File: src/rtl/ctdown_timer.sv
// Loadable down-counting timer: load a start value, decrement once per clock
// to zero, then emit a one-cycle done pulse.
module ctdown_timer #(
    parameter int WIDTH = 8
) (
    input  logic             ck,
    input  logic             res,
    input  logic             start,
    input  logic [WIDTH-1:0] load_val,
    input  logic             pause,
    input  logic             abort,
    output logic [WIDTH-1:0] cnt,
    output logic             busy,
    output logic             done,
    output logic             zero,
    output logic [1:0]       dbg_state
);

    // Handshake: start acts as "valid" and ~busy as "ready"; a load happens
    // only on an edge where start=1 and the timer is IDLE, otherwise start is
    // dropped (not queued). done pulses for one cycle when a run completes.
    typedef enum logic [1:0] {
        IDLE = 2'd0,
        RUN  = 2'd1,
        HOLD = 2'd2
    } state_t;

    state_t           state, state_nxt;
    logic [WIDTH-1:0] cnt_nxt;
    logic             busy_nxt;
    logic             done_nxt;
    logic             last_tick;

    assign last_tick = (cnt == WIDTH'(1));

    always_ff @(posedge ck or negedge res) begin
        if (!res) begin
            state <= IDLE;
            cnt   <= '0;
            busy  <= 1'b0;
            done  <= 1'b0;
        end else begin
            state <= state_nxt;
            cnt   <= cnt_nxt;
            busy  <= busy_nxt;
            done  <= done_nxt;
        end
    end

    // Priority while active: abort, then pause, then decrement.
    always_comb begin
        state_nxt = state;
        case (state)
            IDLE: begin
                if (start && (load_val != '0)) state_nxt = RUN;
            end
            RUN, HOLD: begin
                if (abort)          state_nxt = IDLE;
                else if (pause)     state_nxt = HOLD;
                else if (last_tick) state_nxt = IDLE;
                else                state_nxt = RUN;
            end
            default: state_nxt = IDLE;
        endcase
    end

    // cnt is always 0 in IDLE, so a zero load simply reports done.
    always_comb begin
        cnt_nxt  = cnt;
        done_nxt = 1'b0;
        case (state)
            IDLE: begin
                if (start) begin
                    cnt_nxt  = load_val;
                    done_nxt = (load_val == '0);
                end
            end
            RUN, HOLD: begin
                if (abort) begin
                    cnt_nxt = '0;
                end else if (!pause) begin
                    cnt_nxt  = cnt - WIDTH'(1);
                    done_nxt = last_tick;
                end
            end
            default: cnt_nxt = '0;
        endcase
        busy_nxt  = (state_nxt != IDLE);
        zero      = (cnt == '0);
        dbg_state = state;
    end

endmodule

File: config.mk
export PLATFORM = sky130hd
export DESIGN_NAME = ctdown_timer
export DESIGN_NICKNAME = d
export VERILOG_FILES = /design/src/rtl/ctdown_timer.sv
export SDC_FILE = /design/constraint.sdc
export NUM_CORES = 1
export LEC_CHECK = 0
export CAP_MARGIN = 10
export CORE_MARGIN = 5
export CORE_UTILIZATION = 47
export DETAILED_ROUTE_END_ITERATION = 6
export PLACE_DENSITY = 0.8
export SLEW_MARGIN = 0
export SYNTH_ARGS = -nofsm -noshare
export SYNTH_HDL_FRONTEND = slang
export SYNTH_SLANG_ARGS = --single-unit
File: constraint.sdc
create_clock -name ck -period 3.06 [get_ports ck]
set_clock_uncertainty 0.05 [all_clocks]
set_input_delay 0.306 -clock ck [delete_from_list [all_inputs] [get_ports ck]]
set_output_delay 0.306 -clock ck [all_outputs]
set_load 0.05 [all_outputs]
==> results.md <==
Run status:
- The flow ran to the end, and the final reports show no timing, DRC or antenna violations.

Floorplan:
- Row generation in the floorplan step produced 14 rows.
- The initial utilization of the core area, before any placement, comes to 0.506.
- The placeable core area is 1540 µm².
- The die width is 50.8 µm.
- The die span in y is 50.8 µm.
- The die outline area is 2580 µm².
- Pin placement for this block handled 26 I/O pins.

Final layout:
- For this run, the post-layout net count is 134.
- Summing all non-filler instances in the final layout gives an area of 1070 µm².
- The proportion of layout cells with a drive suffix above 1 is 0.0702.
- The number of antenna diodes in the final layout is 0.
- From synthesis to final layout, the design area changed by 36.5%.

Synth:
- The top cell type by total area after synthesis is sky130_fd_sc_hd__dfrtp_1.
- For this run, the number of Yosys warnings is 0.
- The number of nets in the synthesized netlist is approximately 110.
- The fraction of the yosys area taken by sequential cells is 0.385.
- The gate count after technology mapping is about 90.
- The XOR/XNOR share of the synthesized area is 0.
- Each instance of the synthesized netlist takes up on average a little under 9 µm².
- After synthesis, the largest family of logic cells by area is compound AO/OA/AOI/OAI gates.
- The number of distinct library cells after synthesis is 31.
- Of the post-synthesis cell area, the dominant cell type holds 0.385.
- Of the total synthesized cell area, the portion taken by full adders, half adders and majority gates is 0.0801.
- For this run, the leading register cell type out of synthesis is sky130_fd_sc_hd__dfrtp_1.
- In the synthesized netlist the async set-or-reset flop fraction comes to 1.00.
- Of the total synthesized cell area, the portion taken by AND, OR, NAND and NOR gates is 0.239.
- The compound-gate portion of the synthesized area is 0.258.
- Of the post-synthesis cell area, the part taken by muxes is 0.
- The flop and latch count out of synthesis is 12.
- Summing every instance area after synthesis gives 781 µm².
- In this run, synthesis inferred 0 flip-flops with an integrated enable.
- By area the synthesized netlist is led by sky130_fd_sc_hd__dfrtp_1 (38%), sky130_fd_sc_hd__ha_1 (8.0%), sky130_fd_sc_hd__o21ai_0 (4.5%).

Placed design:
- Summing all placed instances gives a cell area of 1040 µm².
- Routability-driven placement finished with a final weighted congestion of approximately 0.9.
- Once detailed placement completed, the half-perimeter wirelength came to 1.70 mm.
- In this run the tool buffered the top-level ports with 25 buffer cells.

Global route:
- The aggregate global-route resource usage is 0.180.
- The via count of the first global-routing pass is approximately 830.
- The maximum number of pins on one net before global-route repair is 13.
- The total congestion overflow is 0.
- The first global-routing pass estimated 3.59 mm of wire.
- The initial antenna violation count is 0.

STA:
- The ratio of final minimum period to clock period is 0.894.
- The final period demand of the worst path is approximately 2700 ps.
- Timing would allow up to 0.365 GHz.
- The worst hold slack is 330 ps.
- The worst-case headroom to the max-slew limit is 0.644.
- The slew of the pin with the lowest slew margin is 533 ps.
- The total count of max-transition violations in the final report is 0.
- The total negative slack is 0 ps.
- Setup violations remaining at the end of the flow were counted as 0.
- Setup repair after global routing left no endpoint under its margin.
- The number of hold violations in the final report is 0.

Clock tree:
- Post-CTS repair changed the size of 0 cells.
- The number of hold buffers added after CTS is 0.
- After clock tree synthesis, the setup repair step added 0 buffers.
- The clock tree root driver cell is sky130_fd_sc_hd__clkbuf_4.
- The clock reaches the later pin of the worst-skew pair after 270 ps.
- CTS built an H-tree with a depth of 1.
- The clock tree buffer depth is 2.
- The number of buffers created by CTS is 3.
- The clock-pin transition on the worst setup and hold timing paths is ~80 ps.
- TritonCTS built the clock tree.
- Counting every sink on the clock net gives 12.

Setup path:
- The setup slack on the worst flop-to-flop path is 1140 ps.
- The endpoint of the most critical register-to-register path is cnt[3].
- In this run the critical register-to-register path is launched from dbg_state[0].
- Along the worst path, the maximum fanout reaches 8.
- The setup path with the least slack is of type reg2out.
- The library cell contributing the largest single delay on the critical path is sky130_fd_sc_hd__clkdlybuf4s50_1.
- The signal on the critical path passes through or4_4 -> nor3_2 -> and2_1 -> clkdlybuf4s50_1.
- STA classifies the critical path startpoint as a flip-flop.
- The destination of the critical timing path is zero.
- The arrival time at the worst endpoint is 2380 ps.
- The nature of the critical path endpoint is an output pin.
- The worst path required time is 2700 ps.
- The launch point of the critical path is cnt[3].
- The worst reg-to-reg path cell count is 6.
- The delay contributed by the slowest stage of the critical path is 800 ps.

Drt:
- The DRC violation total after the first TritonRoute iteration is 21.
- Dividing the detail-routed via count by the number of cells gives 6.04.
- The via count is 785.
- After detailed routing, the average wire length per cell comes to about 17 µm.
- For this block, the routed nets add up to 2.15 mm of wire.
- The first detailed-routing pass took 4 iterations.
- The count of nets left with antenna violations after detail routing is 0.
- In the routed design, unresolved DRC markers number 0.

Min path:
- The path class of the tightest hold or removal check is in2async.

Power:
- The analysis attributes to cell leakage a power of about 0.45 nW.
- The highest ir drop seen on vdd is about 0.70 mV.
- In this run the power density over the cells is 1180 nW/µm².

Job:
- The max capacitance violation total is 0.
==> cell usage in the layout (no fill, tap or decap), types with 2 or more instances in the layout <==
cell type	synthesis	routed
sky130_fd_sc_hd__a21o_1	2	2
sky130_fd_sc_hd__nand3_1	2	2
sky130_fd_sc_hd__a21oi_1	4	4
sky130_fd_sc_hd__dfrtp_1	12	12
sky130_fd_sc_hd__nand2b_1	3	3
sky130_fd_sc_hd__nor3_2	2	2
sky130_fd_sc_hd__a22oi_1	4	4
sky130_fd_sc_hd__nor4_1	3	3
sky130_fd_sc_hd__inv_1	6	6
sky130_fd_sc_hd__nand2_1	3	3
sky130_fd_sc_hd__nor2b_1	2	2
sky130_fd_sc_hd__clkbuf_4	0	3
sky130_fd_sc_hd__and2_1	2	2
sky130_fd_sc_hd__o22ai_1	4	4
sky130_fd_sc_hd__o21ai_0	7	7
sky130_fd_sc_hd__o21ai_1	4	4
sky130_fd_sc_hd__clkdlybuf4s50_1	0	25
sky130_fd_sc_hd__ha_1	5	5
sky130_fd_sc_hd__nor2_1	7	7
sky130_fd_sc_hd__a32oi_1	2	2
==> critical path, delay by kind of cell (launching register included) <==
family,cells,cell delay (ps)
AND/OR/NAND/NOR,3,840
flip-flops,1,470
buffers and inverters,1,800
==> per-stage QoR <==
step | total power, mW | worst slack (ps) | instances | utilization
after global placement | 1.15 | 656 | 127 | 0.677
after CTS | 1.26 | 323 | 130 | 0.692
after detailed placement | 1.16 | 620 | 127 | 0.677
final | 1.26 | 324 | 130 | 0.692
after floorplan | 0.899 | 943 | 88 | -
after global routing | 1.36 | 260 | 130 | 0.692
==> per-layer routing <==
layer | vias up | GRT usage | wire, µm
met2 | 41 | 0.285 | 987
met4 | 0 | 0.0638 | 52
met5 | - | 0 | 0
met1 | 359 | 0.236 | 965
li1 | 377 | - | -
met3 | 8 | 0.0444 | 142
==> cell usage after synthesis (3+ instances only) <==
cell type and instances:
sky130_fd_sc_hd__a21oi_1 4, sky130_fd_sc_hd__a22oi_1 4, sky130_fd_sc_hd__dfrtp_1 12, sky130_fd_sc_hd__ha_1 5
sky130_fd_sc_hd__inv_1 6, sky130_fd_sc_hd__nand2_1 3, sky130_fd_sc_hd__nand2b_1 3, sky130_fd_sc_hd__nor2_1 7
sky130_fd_sc_hd__nor4_1 3, sky130_fd_sc_hd__o21ai_0 7, sky130_fd_sc_hd__o21ai_1 4, sky130_fd_sc_hd__o22ai_1 4
==> area by class of cell <==
| type | count | area, µm² |
|---|---|---|
| fill | 124 | 475 |
| clock buffer | 3 | 22.5 |
| multi-input combinational | 68 | 450 |
| sequential | 12 | 300 |
| tap | 16 | 20.0 |
| inverter | 6 | 22.5 |
| timing repair buffer | 25 | 250 |
==> cell families after synthesis <==
kind of cell | Yosys count
buf+inv | 8
fa+ha+maj | 5
compound gates | 32
simple gates | 31
flops | 12
==> flip-flops by register name, summed over array words and instances, names as in the netlist <==
signal	count
busy	1
cnt	8
dbg_state	2
done	1
==> how the worst min path moves through the flow <==
stage	start	to	slack, ps	depth (start not counted)
final	res	cnt[0]	330	1
after global routing	res	cnt[0]	370	1
after floorplan	res	busy	-40	0
after CTS	res	cnt[3]	360	1
after detailed placement	dbg_state[1]	busy	520	2
after global placement	cnt[5]	cnt[5]	500	2
==> power by group <==
part           switching, mW  internal [mW]
Sequential            0.0806          0.226
Clock                 0.0536         0.0454
Combinational          0.554          0.302
Total                  0.689          0.573
(Power assumes the default switching activity.)
